## config.mk

```make
export PLATFORM = sky130hd
export DESIGN_NAME = mem_ctrl
export DESIGN_NICKNAME = d
export VERILOG_FILES = /design/src/rtl/mem_ctrl.sv
export SDC_FILE = /design/constraint.sdc
export NUM_CORES = 1
export LEC_CHECK = 0
export CELL_PAD_IN_SITES_DETAIL_PLACEMENT = 1
export CELL_PAD_IN_SITES_GLOBAL_PLACEMENT = 1
export CORE_ASPECT_RATIO = 0.8
export CORE_UTILIZATION = 24
export DETAILED_ROUTE_END_ITERATION = 7
export DONT_BUFFER_PORTS = 1
export PLACE_DENSITY = 0.57
export SYNTH_ARGS = -nofsm -noshare
export SYNTH_HDL_FRONTEND = slang
export SYNTH_SLANG_ARGS = --single-unit
```

## constraint.sdc

```tcl
create_clock -name clk -period 4.76 [get_ports clk]
set_input_delay 0.476 -clock clk [delete_from_list [all_inputs] [get_ports clk]]
set_output_delay 0.476 -clock clk [all_outputs]
set_load 0.03 [all_outputs]
```

## src/rtl/mem_ctrl.sv

```systemverilog
// Byte-wide memory controller arbitrating ICache word fetches and load/store-buffer transfers.
// Optional build macro MEMCTRL_IO_STALL_EN holds stores to the IO region while io_buffer_full is high.
module mem_ctrl (
  input  logic        clk,
  input  logic        rst,
  input  logic        rdy,
  input  logic        ic_enable,
  input  logic [31:0] ic_addr,
  output logic [31:0] ic_data,
  output logic        ic_done,
  input  logic        jump_wrong,
  input  logic        ls_enable,
  input  logic        ls_wr,
  input  logic [31:0] ls_addr,
  input  logic [1:0]  ls_len,
  input  logic [31:0] ls_wdata,
  output logic [31:0] ls_rdata,
  output logic        ls_done,
`ifdef MEMCTRL_IO_STALL_EN
  input  logic        io_buffer_full,
`endif
  input  logic [7:0]  mem_din,
  output logic [7:0]  mem_dout,
  output logic [31:0] mem_a,
  output logic        mem_wr
);

  typedef enum logic [1:0] {IDLE, IFETCH, LOAD, STORE} state_t;

  state_t      state_q, state_d;
  logic [2:0]  cnt_q, cnt_d;
  logic [2:0]  n_q, n_d;
  logic [31:0] addr_q, addr_d;
  logic [31:0] wdata_q, wdata_d;
  logic [31:0] buf_q, buf_d;
  logic        rdy_q;
  logic [7:0]  din_q;
  logic [31:0] ic_data_d, ls_rdata_d, mem_a_d;
  logic [7:0]  mem_dout_d, rx_byte;
  logic        ic_done_d, ls_done_d, mem_wr_d, io_block;
  logic [2:0]  j;
  logic [1:0]  rx_idx;

  function automatic logic [2:0] len_bytes(input logic [1:0] len);
    case (len)
      2'b00:   len_bytes = 3'd1;
      2'b01:   len_bytes = 3'd2;
      default: len_bytes = 3'd4;
    endcase
  endfunction

  function automatic logic [7:0] byte_sel(input logic [31:0] w, input logic [1:0] idx);
    byte_sel = w[{idx, 3'b000} +: 8];
  endfunction

  function automatic logic [31:0] put_byte(input logic [31:0] w, input logic [1:0] idx,
                                           input logic [7:0] b);
    put_byte = w;
    put_byte[{idx, 3'b000} +: 8] = b;
  endfunction

`ifdef MEMCTRL_IO_STALL_EN
  assign io_block = ls_wr && (ls_addr[17:16] == 2'b11) && io_buffer_full;
`else
  assign io_block = 1'b0;
`endif

  // After a stall the RAM output has already moved on; din_q keeps the byte that was in flight.
  assign rx_byte = rdy_q ? mem_din : din_q;
  assign j       = cnt_q + 3'd1;
  assign rx_idx  = cnt_q[1:0] - 2'd1;

  always_comb begin
    state_d    = state_q;
    cnt_d      = cnt_q;
    n_d        = n_q;
    addr_d     = addr_q;
    wdata_d    = wdata_q;
    buf_d      = buf_q;
    ic_data_d  = ic_data;
    ls_rdata_d = ls_rdata;
    ic_done_d  = 1'b0;
    ls_done_d  = 1'b0;
    mem_a_d    = mem_a;
    mem_dout_d = mem_dout;
    mem_wr_d   = 1'b0;
    if (rdy) begin
      case (state_q)
        IDLE: begin
          if (!ic_done && !ls_done) begin
            if (ls_enable && !io_block) begin
              state_d = ls_wr ? STORE : LOAD;
              cnt_d   = '0;
              n_d     = len_bytes(ls_len);
              addr_d  = ls_addr;
              wdata_d = ls_wdata;
              buf_d   = '0;
              mem_a_d = ls_addr;
              if (ls_wr) begin
                mem_wr_d   = 1'b1;
                mem_dout_d = ls_wdata[7:0];
              end
            end else if (ic_enable && !jump_wrong) begin
              state_d = IFETCH;
              cnt_d   = '0;
              n_d     = 3'd4;
              addr_d  = ic_addr;
              buf_d   = '0;
              mem_a_d = ic_addr;
            end
          end
        end
        IFETCH, LOAD: begin
          if (state_q == IFETCH && jump_wrong) begin
            state_d = IDLE;
            cnt_d   = '0;
            mem_a_d = '0;
          end else begin
            cnt_d = j;
            if (j < n_q) mem_a_d = addr_q + {29'd0, j};
            if (j >= 3'd2) buf_d = put_byte(buf_q, rx_idx, rx_byte);
            if (j == n_q + 3'd1) begin
              state_d = IDLE;
              cnt_d   = '0;
              mem_a_d = '0;
              if (state_q == IFETCH) begin
                ic_data_d = buf_d;
                ic_done_d = 1'b1;
              end else begin
                ls_rdata_d = buf_d;
                ls_done_d  = 1'b1;
              end
            end
          end
        end
        STORE: begin
          cnt_d = j;
          if (j < n_q) begin
            mem_a_d    = addr_q + {29'd0, j};
            mem_wr_d   = 1'b1;
            mem_dout_d = byte_sel(wdata_q, j[1:0]);
          end else begin
            state_d    = IDLE;
            cnt_d      = '0;
            mem_a_d    = '0;
            mem_dout_d = '0;
            ls_done_d  = 1'b1;
          end
        end
        default: state_d = IDLE;
      endcase
    end
  end

  always_ff @(posedge clk or negedge rst) begin
    if (!rst) begin
      state_q  <= IDLE;
      cnt_q    <= '0;
      rdy_q    <= 1'b0;
      ic_data  <= '0;
      ic_done  <= 1'b0;
      ls_rdata <= '0;
      ls_done  <= 1'b0;
      mem_a    <= '0;
      mem_dout <= '0;
      mem_wr   <= 1'b0;
    end else begin
      state_q  <= state_d;
      cnt_q    <= cnt_d;
      rdy_q    <= rdy;
      ic_data  <= ic_data_d;
      ic_done  <= ic_done_d;
      ls_rdata <= ls_rdata_d;
      ls_done  <= ls_done_d;
      mem_a    <= mem_a_d;
      mem_dout <= mem_dout_d;
      mem_wr   <= mem_wr_d;
    end
  end

  always_ff @(posedge clk) begin
    n_q     <= n_d;
    addr_q  <= addr_d;
    wdata_q <= wdata_d;
    buf_q   <= buf_d;
    if (rdy_q) din_q <= mem_din;
  end

endmodule
```

# [Word level (Yosys, flattened, before mapping)]
# Cells that the tools add are included.
[totals] regBits=220 input_bits=113 output_inout_bits=107 wordCells=117
[classes] n_addsub=5 order_cmp=2 n_eq_ne=13 shifts=3 mux=56 bitwise_logic=2 reduce_logical=21
[ops] op="32-bit two-way mux" n=12
[ops] op="32-bit one-hot mux with 3 select lines" n=1
[ops] op="32-bit one-hot mux with 2 select lines" n=1
[ops] op="8-bit two-way mux" n=5
[ops] op="32-bit by 3-bit adder with 32-bit output" n=1
[ops] op="32-bit bitwise mux" n=1
[ops] op="8-bit by 7-bit variable shift with 32-bit output, first input constant" n=1
[ops] op="32-bit by 6-bit variable part select with 8-bit output" n=1
[ops] op="8-bit by 7-bit variable part select with 32-bit output" n=1
[ops] op="5-bit AND reduction" n=5
[ops] op="3-bit two-way mux" n=8
[ops] op="1-bit two-way mux" n=16
[ops] op="8-bit one-hot mux with 2 select lines" n=1
[ops] op="2-bit two-way mux" n=6
[ops] op="4-bit AND reduction" n=3
[ops] op="2-bit != test, second input constant" n=5
[ops] op="3-bit one-hot mux with 3 select lines" n=1
[ops] op="5-bit negation with 7-bit output" n=1
[ops] op="3-bit by 1-bit adder with 3-bit output, second input constant" n=2
[ops] op="3-bit != test, second input constant" n=2
[ops] op="2-bit one-hot mux with 3 select lines" n=1
[ops] op="3-bit one-hot mux with 2 select lines" n=1
[ops] op="2-bit nonzero test" n=3
[ops] op="2-bit by 1-bit == test with 1-bit output, second input constant" n=2
[ops] op="other kinds (13)" n=21

# [Longest topological paths before layout]
# Gate-level depths: netlist (run 1).
[logic_depth] word_depth=7 depth_mapped=10 depth_no_buf=9

# [Least setup slack after synthesis (run 1)]
# No wires, ideal clock.
[synth_timing] kind="input port to flip-flop" from="input port ls_enable" to="register wdata_q[0], enable pin" setup_ns=0.501 arrival_time_ns=4.395 t_required_ns=4.259 slack_ns=-0.136 path_stages=4 path_buffers=2 cell_sequence="clkbuf_1 -> clkbuf_1 -> inv_1 -> nor4_1"
[synth_via] elab_chain_cells=1
[synth_rtl] item="start: declaration" line="12" text="input logic ls_enable,"
[synth_rtl] item="4-bit AND reduction (no source line)"
[synth_rtl] item="end signal: assignment" line="184" text="wdata_q <= wdata_d;"
[synth_rtl] item="end: declaration" line="34" text="logic [31:0] wdata_q, wdata_d;"
# No other way between the ends.
# A chain may end at the register's enable or synchronous reset.

# [Final worst setup path (run 1)]
[layout_timing] from="register cnt_q[0]" to="register mem_a[29]"
[layout_via] elab_chain_cells=6 word_cells_on_any_way=11 cone_classes="add/sub (2); order compare (1); eq/ne (2); mux (5); reduce/logical (1)"
[layout_rtl] item="start: declaration" line="31" text="logic [2:0] cnt_q, cnt_d;"
[layout_rtl] item="start signal: assignment" line="169" text="cnt_q <= cnt_d;"
[layout_rtl] item="3-bit by 1-bit adder with 3-bit output *" line="70" text="assign j = cnt_q + 3'd1;"
[layout_rtl] item="32-bit by 3-bit adder with 32-bit output" line="120, 139"
[layout_rtl] item="32-bit two-way mux" line="120" text="if (j < n_q) mem_a_d = addr_q + {29'd0, j};"
[layout_rtl] item="32-bit two-way mux" line="122" text="if (j == n_q + 3'd1) begin"
[layout_rtl] item="32-bit two-way mux" line="114" text="if (state_q == IFETCH && jump_wrong) begin"
[layout_rtl] item="32-bit one-hot mux with 3 select lines" line="88" text="case (state_q)"
[layout_rtl] item="end signal: assignment" line="175" text="mem_a <= mem_a_d;"
[layout_rtl] item="end: declaration" line="24" text="output logic [31:0] mem_a,"
# Mark *: on every way between the ends. The rest lies on a longest branch, timed or not. The select of a mux whose other input is x is not followed.

==> results of run 1 <==
==> cells in the mapped netlist, types with 18 or more instances <==
master / instances
a21oi_1: 56
a221oi_1: 27
clkbuf_1: 20
dfrtp_1: 113
edfxtp_1: 99
inv_1: 18
mux2_2: 32
nand2_1: 82
nor2_1: 87
nor2b_1: 42
nor3_1: 28
o21ai_0: 54
xnor2_1: 27
==> power by group <==
part / leakage, nW / internal (mW) / switching [mW]
clock network: 0.431 / 1.27 / 0.813
logic: 1.57 / 0.762 / 1.46
registers: 2.42 / 2.66 / 1.04
total: 4.42 / 4.69 / 3.32
==> worst min path at each step <==
stage                        endpoint  slack (ns)  cells after the start
after floorplan              cnt_q[0]        0.18                      0
after global placement    ic_data[10]        0.18                      0
after detailed placement  ic_data[12]        0.18                      0
after CTS                  state_q[1]        0.04                      2
after global routing       state_q[1]        0.06                      2
final                         ls_done        0.09                      1
==> worst max-delay path, delay by kind of cell, from the launching register on <==
kind | cells | cell delay, ns
AO/OA/AOI/OAI | 2 | 1.02
AND/OR/NAND/NOR | 3 | 0.77
adder cells (fa/ha/maj) | 2 | 0.65
buffers and inverters | 2 | 0.42
flip-flops | 1 | 0.40
==> placed cells by master, fill, tap and decap left out, drive strengths merged, types with 8 or more instances in the layout <==
cell type / instances
nor3: 28
ha: 17
dfrtp: 113
dfxtp: 8
a221oi: 27
a21oi: 56
xnor2: 27
nor2: 88
mux2: 32
clkbuf: 37
nor2b: 42
nand4: 12
inv: 18
mux4: 8
dlygate4sd3: 34
buf: 12
nand3: 12
edfxtp: 99
mux2i: 11
nand2: 83
o21ai: 71
==> per-stage QoR <==
step                utilization  setup WS [ns]  instances
global route              0.287           1.15       1441
floorplan                     -           1.21        850
finish                    0.287           1.40       1441
CTS                       0.287           1.31       1441
global placement          0.257           1.46       1359
detailed placement        0.257           1.33       1359
==> metal layers <==
layer / global-route usage / wire (um)
met1: 0.182 / 13500
met3: 0.0343 / 1420
met5: 0 / 0
met4: 0.0272 / 513
met2: 0.223 / 13400
==> registers in the layout (all words and copies together), names as in the netlist, 2 cells and up <==
signal    count
cnt_q         3
din_q         8
buf_q        32
n_q           3
wdata_q      32
ic_data      32
mem_dout      8
ls_rdata     32
mem_a        32
state_q       2
addr_q       32
==> logic make-up after synthesis <==
group | after synthesis | share of synthesized area
and+or+nand+nor | 290 | 0.140
muxes | 51 | 0.0658
adders and majority gates | 18 | 0.0235
DFF | 220 | 0.603
buffers and inverters | 64 | 0.0335
AOI/OAI and AO/OA | 173 | 0.104
xor gates and xnor gates | 34 | 0.0309
==> area by class of cell <==
class | instances | share of cell area
clock buffers | 37 | 0.0620
clock inverters | 10 | 0.0132
inverters | 18 | 0.00579
multi-input cells | 566 | 0.311
flip-flops and latches | 220 | 0.511
well taps | 544 | 0.0583
repair buffers | 46 | 0.0386
==> impl_metrics.env, run 1 <==
export IMPL_status="completed"
export IMPL_crit_slowest_cell="o21ba_2"
export IMPL_dieHeight_um=184
export IMPL_multi_input_area_mm2=0.00363
export IMPL_final_area_mm2=0.0117
export IMPL_path_max_fanout=30
export IMPL_nets=1009
export IMPL_p_per_area_mw_per_mm2=686
export IMPL_gp_congestion=0.704
export IMPL_ys_warn_count=0
export IMPL_finClkSkew_ns=0.0279
export IMPL_hold_start="rdy"
export IMPL_cts_sinks=220
export IMPL_clk_latency_ns=0.55
export IMPL_r2r_slack_ns=1.40
export IMPL_numCtsBuffers=26
export IMPL_drc=0
export IMPL_n_fill_cell=4523
export IMPL_end_kind="flop"
export IMPL_antenna_found_initial=0
export IMPL_crit_path_end="mem_a[29]"
export IMPL_async_flop_share=0.514
export IMPL_grt_overflow_total=0
export IMPL_clkSlewWorstSetupHoldPaths_ns=0.06
export IMPL_synth_edff_count=99
export IMPL_fin_crit_sh=0.706
export IMPL_netlist_cell_type_count=55
export IMPL_leakage_nw=4.42
export IMPL_core_mm2=0.0406
export IMPL_r2r_end="mem_a[29]"
export IMPL_drv_slew=0
export IMPL_hold_viol=0
export IMPL_avgSynthCellArea_um2=11.6
export IMPL_yosysSeqAreaShare=0.603
export IMPL_dpl_cell_area_mm2=0.0104
export IMPL_worst_setup_path_start_kind="flop"
export IMPL_setup_tns_ns=0
export IMPL_max_stage_delay_ns=0.79
export IMPL_grt_max_degree=114
export IMPL_p_total_mw=8.01
export IMPL_io_buffer_count=0
export IMPL_area_growth_synth_to_final_pct=18.0
export IMPL_whs_ns=0.0877
export IMPL_worstHoldPathType="primary input to flop"
export IMPL_synthCells=850
export IMPL_regArea_mm2=0.00596
export IMPL_cpMostUsedCell="ha_1"
export IMPL_die_area_mm2=0.0420
export IMPL_drive_gt1_frac=0.118
export IMPL_fin_crit_ns=3.36
export IMPL_grtUsageTotal=0.136
export IMPL_synthesis_area_mm2=0.00989
export IMPL_worstSetupPathType="flop to flop"
export IMPL_dp_hpwl_um=19000
export IMPL_yosys_register_bits=220
export IMPL_arrival_ns=3.82
export IMPL_ctsLongestPathBuffers=3
export IMPL_finalSetupViolations=0
export IMPL_syn_nets=981
export IMPL_crit_start="cnt_q[0]"
export IMPL_wl_um=28900
export IMPL_crit_required_ns=5.22
export IMPL_cts_tree="done"
export IMPL_start_util=0.244
export IMPL_viasPerCell=4.55
export IMPL_initialDrtViolationCount=273
export IMPL_num_rows=66
export IMPL_tightest_slew_ns=1.16
export IMPL_synthFlopType="dfrtp_1"
export IMPL_grt_pass1_vias=6838
export IMPL_synth_top_cell_area_share=0.300
export IMPL_r2r_start="cnt_q[0]"
export IMPL_die_w_um=229
export IMPL_antenna_left=0
export IMPL_first_pass_iters=4
export IMPL_relSlewSlack=0.225
export IMPL_yosysTopAreaCell="edfxtp_1"
export IMPL_ios=220
export IMPL_max_freq_mhz=297
export IMPL_worstRegToRegCells=9
export IMPL_postCtsHoldBufs=35
export IMPL_vdd_drop_max_uv=295
export IMPL_maxCapViolCount=0
export IMPL_wl_per_cell_um=20.0
export IMPL_n_antenna_cell=0
export IMPL_postCtsSetupRepairBufs=0
export IMPL_cp_cell_sequence="inv_1, ha_1, buf_4, ha_1, nand3b_1, and3_1, o21ba_2, nand2_2, o22ai_1"
export IMPL_synth_area_leaders="edfxtp_1 30%, dfrtp_1 29%, mux2_2 3.6%"
export IMPL_post_cts_resize_count=0
export IMPL_num_vias=6554
export IMPL_cts_htree_levels=1
export IMPL_clockRootBuffer="clkbuf_16"
export IMPL_rsz0062_at_grt="no"
export IMPL_grt_pass1_wl_um=43700
Note: power is estimated with default switching activity, not from simulation.
==> run 2: changes to the inputs <==
--- a/config.mk
+++ b/config.mk
@@ -11,7 +11,7 @@
 export CORE_UTILIZATION = 24
 export DETAILED_ROUTE_END_ITERATION = 7
 export DONT_BUFFER_PORTS = 1
-export PLACE_DENSITY = 0.57
+export PLACE_DENSITY = 0.55
 export SYNTH_ARGS = -nofsm -noshare
 export SYNTH_HDL_FRONTEND = slang
 export SYNTH_SLANG_ARGS = --single-unit
==> constraint.sdc (replaced) <==
create_clock -name clk -period 3.2 [get_ports clk]
set_input_delay 0.32 -clock clk [delete_from_list [all_inputs] [get_ports clk]]
set_output_delay 0.32 -clock clk [all_outputs]
set_load 0.03 [all_outputs]
==> run 2 against run 1 <==
Against the previous run:
- worst setup slack worse by 1.2 ns
- sequential power grew 48%
- first-iteration DRC count rose by 25%
- register-to-register slack worse by 1.2 ns
- global-route usage rose by 0.45 points
- critical endpoint is now mem_a[23]
==> impl_metrics.env, run 2 (synthesis results as in run 1) <==
export IMPL_status="completed"
export IMPL_dp_hpwl_um=19000
export IMPL_ctsLongestPathBuffers=3
export IMPL_nets=1056
export IMPL_hold_viol=0
export IMPL_leakage_nw=4.66
export IMPL_start_util=0.244
export IMPL_arrival_ns=3.38
export IMPL_final_cell_mix="113 x dfrtp_1, 99 x edfxtp_1, 86 x nor2_1, 82 x nand2_1, 66 x dlygate4sd3_1"
export IMPL_grt_overflow_total=0
export IMPL_initialDrtViolationCount=340
export IMPL_maxCapViolCount=0
export IMPL_grt_max_degree=114
export IMPL_numCtsBuffers=26
export IMPL_relSlewSlack=0.448
export IMPL_wl_um=29200
export IMPL_core_mm2=0.0406
export IMPL_cts_tree="done"
export IMPL_num_rows=66
export IMPL_area_growth_synth_to_final_pct=23.1
export IMPL_fin_crit_ns=2.96
export IMPL_grt_pass1_wl_um=45800
export IMPL_crit_required_ns=3.61
export IMPL_end_kind="flop"
export IMPL_gp_congestion=0.709
export IMPL_vdd_drop_max_uv=487
export IMPL_cts_sinks=220
export IMPL_cts_htree_levels=1
export IMPL_grt_pass1_vias=7336
export IMPL_n_antenna_cell=0
export IMPL_worstSetupPathType="flop to flop"
export IMPL_max_freq_mhz=337
export IMPL_drc=0
export IMPL_mostFrequentLayoutCell="dfrtp_1"
export IMPL_grtUsageTotal=0.141
export IMPL_dpl_cell_area_mm2=0.0105
export IMPL_die_w_um=229
export IMPL_tightest_slew_ns=0.806
export IMPL_drv_slew=0
export IMPL_dieHeight_um=184
export IMPL_clkSlewWorstSetupHoldPaths_ns=0.06
export IMPL_clockRootBuffer="clkbuf_16"
export IMPL_num_vias=6775
export IMPL_whs_ns=0.0164
export IMPL_io_buffer_count=0
export IMPL_finalSetupViolations=0
export IMPL_finClkSkew_ns=0.00973
export IMPL_final_area_mm2=0.0122
export IMPL_drive_gt1_frac=0.137
export IMPL_clk_latency_ns=0.54
export IMPL_antenna_found_initial=0
export IMPL_p_per_area_mw_per_mm2=992
export IMPL_n_fill_cell=4493
export IMPL_path_max_fanout=11
export IMPL_wl_per_cell_um=19.6
export IMPL_die_area_mm2=0.0420
export IMPL_worstHoldPathType="primary input to flop"
export IMPL_fin_crit_sh=0.926
export IMPL_antenna_left=0
export IMPL_first_pass_iters=4
export IMPL_worst_setup_path_start_kind="flop"
export IMPL_viasPerCell=4.55
export IMPL_ios=220
run 2: cell count changes in the layout (fill, tap and decap cells not counted), moves of 2 or more:
| cell | before | now |
|---|---|---|
| buf_12 | 0 | 2 |
| clkbuf_8 | 1 | 5 |
| clkinv_4 | 1 | 3 |
| dlygate4sd3_1 | 34 | 66 |
| bufinv_16 | 4 | 1 |
| inv_6 | 0 | 2 |
| clkbuf_16 | 27 | 29 |
| buf_4 | 11 | 24 |
| clkinvlp_4 | 0 | 2 |
| clkbuf_1 | 9 | 1 |
run 2: per-layer routing:
metal,GRT usage,wire [um]
met4,0.0403,810
met2,0.225,13400
met5,0,0
met3,0.0364,1690
met1,0.187,13300
run 2: critical path: stages (launching register included):
cell	delay [ns]
dfrtp_1	0.42
inv_1	0.12
ha_2	0.53
ha_1	0.31
a211oi_1	0.38
nor2_1	0.09
buf_4	0.19
nand4_1	0.17
xnor2_1	0.09
a221oi_1	0.42
nor2_1	0.10
run 2: worst paths after layout:
kind | startpoint | endpoint | slack [ns] | cells past startpoint
min in group asynchronous | rst | ic_data[12] | 0.41 | 2
worst min-delay path | mem_din[7] | din_q[7] | 0.02 | 2
max in group asynchronous | rst | mem_a[0] | 2.31 | 2
worst min register to register | din_q[7] | din_q[7] | 0.54 | 2
worst max register to register | cnt_q[1] | mem_a[23] | 0.24 | 10
worst max-delay path | cnt_q[1] | mem_a[23] | 0.24 | 10
run 2: cell type report:
type	instances	area, um^2	share of cell area
clock inverter	13	113	0.00925
multi-input combinational	566	3650	0.299
timing repair buffer	93	908	0.0746
inverter	18	67.6	0.00555
tap	544	681	0.0559
clock buffer	35	798	0.0656
sequential	220	5960	0.490
run 2: timing repair:
item,4_1_cts,5_1_grt
buffers inserted,0,2
endpoints found under the hold margin,167,0
hold buffers,67,0
endpoints found under the setup margin,0,12
gates resized for setup,0,2
run 2: power breakdown:
part | switching (mW) | internal (mW)
clock network | 1.27 | 1.84
registers | 1.54 | 3.95
logic | 2.20 | 1.28
run 2: metrics by stage:
stage               power (mW)  TNS [ns]  instances  setup slack (ns)   util
finish                    12.1         0       1489             0.237  0.300
global route              12.9   -0.0102       1489           -0.0102  0.300
CTS                       12.3         0       1487            0.0318  0.299
detailed placement        9.02         0       1372            0.0594  0.260
global placement          8.94         0       1372             0.121  0.260
floorplan                 7.70         0        850             0.151      -
